## src/rtl/sched_pkg.sv

```systemverilog
// Shared types and default sizing for the per-level child round-robin scheduler.
package sched_pkg;

    typedef enum logic [1:0] {
        IDLE  = 2'd0,
        GRANT = 2'd1,
        GAP   = 2'd2
    } sched_state_e;

    localparam int NUM_REQ_DEF  = 5;
    localparam int MAX_HOLD_DEF = 16;

endpackage : sched_pkg

```

## src/rtl/rr_pick.sv

```systemverilog
// Combinational round-robin search: first set request at or above ptr, wrapping to 0.
module rr_pick #(
    parameter int NUM_REQ = 5,
    parameter int IDX_W   = $clog2(NUM_REQ)
) (
    input  logic [NUM_REQ-1:0] ereq_i,
    input  logic [IDX_W-1:0]   ptr_i,
    output logic [IDX_W-1:0]   winner_o,
    output logic               valid_o
);

    logic [IDX_W-1:0] cand_s;
    logic             hit_s;

    // Walk candidates ptr, ptr+1, ... and latch the first requesting one.
    always_comb begin
        winner_o = '0;
        valid_o  = 1'b0;
        cand_s   = '0;
        hit_s    = 1'b0;
        for (int i = 0; i < NUM_REQ; i++) begin
            cand_s   = IDX_W'((int'(ptr_i) + i) % NUM_REQ);
            hit_s    = ereq_i[cand_s] & ~valid_o;
            winner_o = hit_s ? cand_s : winner_o;
            valid_o  = valid_o | hit_s;
        end
    end

endmodule : rr_pick

```

## src/rtl/child_rr_scheduler.sv

```systemverilog
// Round-robin owner of one shared resource among sibling children, with a
// maximum hold time that only pre-empts the holder when someone else waits.
module child_rr_scheduler
    import sched_pkg::*;
#(
    parameter int NUM_REQ  = NUM_REQ_DEF,
    parameter int MAX_HOLD = MAX_HOLD_DEF,
    parameter int IDX_W    = $clog2(NUM_REQ),
    parameter int HOLD_W   = $clog2(MAX_HOLD + 1)
) (
    input  logic               clk,
    input  logic               rst_n,
    input  logic [NUM_REQ-1:0] req_i,
    input  logic [NUM_REQ-1:0] en_mask_i,
    output logic [NUM_REQ-1:0] gnt_o,
    output logic               gnt_valid_o,
    output logic [IDX_W-1:0]   gnt_idx_o,
    output logic               preempt_o,
    output logic               busy_o
);

    sched_state_e       state_q, state_d;
    logic [IDX_W-1:0]   ptr_q, ptr_d;
    logic [HOLD_W-1:0]  hold_cnt_q, hold_cnt_d;
    logic [NUM_REQ-1:0] gnt_q, gnt_d;
    logic               gnt_valid_q, gnt_valid_d;
    logic [IDX_W-1:0]   gnt_idx_q, gnt_idx_d;
    logic               preempt_q, preempt_d;
    logic               busy_q, busy_d;

    logic [NUM_REQ-1:0] ereq_s;
    logic [IDX_W-1:0]   winner_s;
    logic               winner_valid_s;

    assign ereq_s = req_i & en_mask_i;

    rr_pick #(
        .NUM_REQ (NUM_REQ),
        .IDX_W   (IDX_W)
    ) u_rr_pick (
        .ereq_i   (ereq_s),
        .ptr_i    (ptr_q),
        .winner_o (winner_s),
        .valid_o  (winner_valid_s)
    );

    // Next-state, grant, pointer and hold-counter logic.
    always_comb begin
        state_d    = state_q;
        ptr_d      = ptr_q;
        hold_cnt_d = hold_cnt_q;
        gnt_d      = gnt_q;
        gnt_idx_d  = gnt_idx_q;
        preempt_d  = 1'b0;
        case (state_q)
            IDLE: begin
                if (winner_valid_s) begin
                    state_d    = GRANT;
                    gnt_d      = NUM_REQ'(1) << winner_s;
                    gnt_idx_d  = winner_s;
                    hold_cnt_d = HOLD_W'(1);
                    ptr_d      = (winner_s == IDX_W'(NUM_REQ - 1)) ? IDX_W'(0)
                                                                    : winner_s + IDX_W'(1);
                end else begin
                    state_d = IDLE;
                end
            end
            GRANT: begin
                // gnt_q is onehot(holder), so it doubles as the holder mask.
                if ((ereq_s & gnt_q) == NUM_REQ'(0)) begin
                    state_d = GAP;
                    gnt_d   = NUM_REQ'(0);
                end else if ((hold_cnt_q == HOLD_W'(MAX_HOLD)) &&
                             ((ereq_s & ~gnt_q) != NUM_REQ'(0))) begin
                    state_d   = GAP;
                    gnt_d     = NUM_REQ'(0);
                    preempt_d = 1'b1;
                end else if (hold_cnt_q != HOLD_W'(MAX_HOLD)) begin
                    hold_cnt_d = hold_cnt_q + HOLD_W'(1);
                end else begin
                    hold_cnt_d = hold_cnt_q;
                end
            end
            GAP: begin
                state_d = IDLE;
            end
            default: begin
                state_d = IDLE;
                gnt_d   = NUM_REQ'(0);
            end
        endcase
        gnt_valid_d = |gnt_d;
        busy_d      = (state_d != IDLE);
    end

    // State and output registers with synchronous active-low reset.
    always_ff @(posedge clk) begin
        if (!rst_n) begin
            state_q     <= IDLE;
            ptr_q       <= '0;
            hold_cnt_q  <= '0;
            gnt_q       <= '0;
            gnt_valid_q <= 1'b0;
            gnt_idx_q   <= '0;
            preempt_q   <= 1'b0;
            busy_q      <= 1'b0;
        end else begin
            state_q     <= state_d;
            ptr_q       <= ptr_d;
            hold_cnt_q  <= hold_cnt_d;
            gnt_q       <= gnt_d;
            gnt_valid_q <= gnt_valid_d;
            gnt_idx_q   <= gnt_idx_d;
            preempt_q   <= preempt_d;
            busy_q      <= busy_d;
        end
    end

    assign gnt_o       = gnt_q;
    assign gnt_valid_o = gnt_valid_q;
    assign gnt_idx_o   = gnt_idx_q;
    assign preempt_o   = preempt_q;
    assign busy_o      = busy_q;

endmodule : child_rr_scheduler
```

## config.mk

```make
export PLATFORM = sky130hd
export DESIGN_NAME = child_rr_scheduler
export DESIGN_NICKNAME = d
export VERILOG_FILES = /design/src/rtl/sched_pkg.sv /design/src/rtl/rr_pick.sv /design/src/rtl/child_rr_scheduler.sv
export SDC_FILE = /design/constraint.sdc
export NUM_CORES = 1
export LEC_CHECK = 0
export ABC_AREA = 1
export CORE_UTILIZATION = 45
export DETAILED_ROUTE_END_ITERATION = 6
export PLACE_DENSITY = 0.65
export SKIP_CTS_REPAIR_TIMING = 1
export SLEW_MARGIN = 20
export SYNTH_ARGS = -nofsm -noshare
export SYNTH_HDL_FRONTEND = slang
export SYNTH_SLANG_ARGS = --single-unit
```

## constraint.sdc

```tcl
create_clock -name clk -period 9.73 [get_ports clk]
set_clock_uncertainty 0.15 [all_clocks]
set_input_delay 2.919 -clock clk [delete_from_list [all_inputs] [get_ports clk]]
set_output_delay 2.919 -clock clk [all_outputs]
set_load 0.05 [all_outputs]
```

==> flow_metrics.py <==
metrics = {
    "yosys": {
        "synth_edf_count": 0,
        "synth-seq-cells": 21,
        "yosysWarnings": 0,
        "synth_top_area_cell": "dfxtp_1",
        "ys_seq_area_frac": 0.173,
        "syn_area_per_cell_um2": 6.25,
        "synth_nets": 422,
        "syn_inst": 388,
        "yosys-top-cells-area": "dfxtp_1 17%, nand2_1 15%, ha_1 11%",
        "yosys.cell_count.top_type": "nand2_1",
        "netlist_area_mm2": 0.00242,
        "yosys-top-cells-count": "100 x nand2_1, 55 x inv_1, 35 x nand3_1, 30 x nor2_1, 22 x ha_1",
        "synth_top_area_frac": 0.173,
        "synth_ff_type": "dfxtp_1",
        "yosysUniqueCellTypes": 34,
        "async_flop_share": 0,
    },
    "worst_setup_path": {
        "end_kind": "flop",
        "start_kind": "primary input",
        "cp.required_ns": 9.75,
        "critPathMaxFanout": 7,
        "worst-setup-path-type": "primary input to flop",
        "critPathArrivalTime_ns": 5.81,
    },
    "drt": {
        "totalWireLength_mm": 5.90,
        "vias": 2465,
        "drc": 0,
        "drt_first_iter_violations": 198,
        "avgViaCountPerCell": 5.11,
        "drtAntennaViolNets": 0,
        "wire_per_inst_um": 12.2,
        "drt_pass1_iterations": 5,
    },
    "sta": {
        "hold_slack_ns": 0.331,
        "slew_violations": 0,
        "fin_crit_ns": 5.79,
        "worstMarginPinSlew_ns": 0.596,
        "rsz0062_at_grt": "no",
        "hold_viol": 0,
        "fmax_ghz": 0.173,
        "setup_viol": 0,
        "period_share": 0.595,
        "fin_tns_setup_ns": 0,
        "max-slew-margin-rel": 0.602,
    },
    "clock_network": {
        "clkSinkCount": 21,
        "clk_path_buf_depth": 2,
        "path_clk_slew_ns": 0.07,
        "cts_root_buf": "clkbuf_8",
        "cts_tree": "yes",
        "htree_levels": 1,
        "numCtsBuffers": 3,
        "clkLatencyLatePin_ns": 0.26,
    },
    "power_and_ir_drop": {
        "vdd_drop_max_mv": 0.261,
        "leakagePower_nw": 1.39,
        "power.density_mw_per_mm2": 373,
        "total_power_w": 0.00103,
    },
    "job": {
        "drv_cap": 0,
    },
    "floorplan": {
        "num_io_pins": 23,
        "initial_core_util": 0.472,
        "rows": 26,
        "die_w_um": 75.4,
        "die_area_mm2": 0.00568,
        "core_mm2": 0.00514,
        "die_h_um": 75.4,
    },
    "cells_and_area": {
        "fin_nets": 447,
        "fill_cells": 553,
        "n_antenna_cell": 0,
        "final_cells": 482,
        "synthToLayoutAreaGrowth_pct": 14.0,
        "drive_above_1_share": 0.141,
    },
    "hold_path": {
        "worstHoldPathType": "flop to flop",
    },
    "global_routing": {
        "antenna_found_initial": 0,
        "grt_max_degree": 13,
        "track_usage": 0.217,
        "first_global_vias": 2148,
        "grt_pass1_wl_mm": 9.38,
        "grt-ovfl-total": 0,
    },
    "outcome": {
        "status": "completed",
    },
    "place": {
        "gp_congestion": 0.902,
        "portBuffers": 22,
        "dp.cells": 478,
        "dp.final_hpwl_mm": 4.81,
    },
}
-- metrics by stage --
step	setup WS (ns)	instance area, µm²	util
2_1_floorplan	4.57	2420	-
6_report	3.94	2760	0.537
3_3_place_gp	3.84	2720	0.528
3_5_place_dp	3.73	2720	0.528
4_1_cts	4.00	2760	0.537
5_1_grt	3.65	2760	0.537
-- worst paths after layout --
kind         slack, ns           end  cells after the start    startpoint
max               3.94   gnt_valid_o                     20      req_i[0]
min               0.33  gnt_idx_o[1]                      2  gnt_idx_o[1]
max reg2reg       4.64   gnt_valid_o                     32      ptr_q[0]
min reg2reg       0.33  gnt_idx_o[1]                      2  gnt_idx_o[1]
-- cells by family (layout without fill, tap and decap cells) --
group | count (synthesis) | after routing | synth area share
AO/OA/AOI/OAI | 49 | 49 | 0.121
flip-flops | 21 | 21 | 0.173
buffers and inverters | 67 | 91 | 0.108
XOR/XNOR | 6 | 6 | 0.0248
AND/OR/NAND/NOR | 223 | 223 | 0.459
adder cells (fa/ha/maj) | 22 | 22 | 0.114
-- cell type report --
| class | count | area, µm² | share of cell area |
|---|---|---|---|
| Clock buffer | 3 | 41.3 | 0.0149 |
| Clock inverter | 1 | 5.00 | 0.00181 |
| Inverter | 65 | 246 | 0.0892 |
| Multi-Input combinational cell | 300 | 1740 | 0.630 |
| Sequential cell | 21 | 420 | 0.152 |
| Tap cell | 70 | 87.6 | 0.0317 |
| Timing Repair Buffer | 22 | 220 | 0.0797 |
-- cells in the final DEF, fill, tap and decap left out, types with 10 or more instances in the layout --
cell             Yosys  routed
o21ai_0             10      10
nand2_1            100     100
nand2_2             16      16
nor2_1              30      30
nand4_1             11      11
clkdlybuf4s50_1      0      22
dfxtp_1             21      21
ha_1                22      22
nand3_1             35      35
inv_1               55      55
a21oi_1             16      16
-- sequential cells by signal, summed over array words and instances (netlist names) --
register / count
busy_o: 1
gnt_idx_o: 3
gnt_o: 5
gnt_valid_o: 1
hold_cnt_q: 5
preempt_o: 1
ptr_q: 3
state_q: 2
-- power by group --
group          internal, W  switching [W]
Sequential        0.000112      0.0000257
Clock            0.0000285      0.0000280
Combinational     0.000272       0.000564
-- metal layers --
| metal | part of all wire | global-route usage | vias to the layer above | wire length (µm) |
|---|---|---|---|---|
| met1 | 0.47 | 0.277 | 1111 | 2800 |
| met2 | 0.48 | 0.389 | 41 | 2820 |
| met5 | 0 | 0 | - | 0 |
| met3 | 0.028 | 0.0119 | 10 | 168 |
| li1 | - | - | 1303 | - |
| met4 | 0.019 | 0.0700 | 0 | 111 |
-- critical path, stage by stage --
cell and delay [ns]:
clkdlybuf4s50_1 0.45, nand2_1 0.11, inv_1 0.15, o211ai_1 0.12, a21oi_1 0.22, nor2_2 0.12
nand4_1 0.16, nor2_1 0.06, nor2_1 0.09, o21ai_0 0.09, a21oi_1 0.36, inv_1 0.14
ha_1 0.22, ha_1 0.17, nand2_1 0.08, nand2_1 0.06, nor2_1 0.09, nand3_1 0.08
nand2_1 0.06, inv_1 0.04
(Power assumes the default switching activity.)
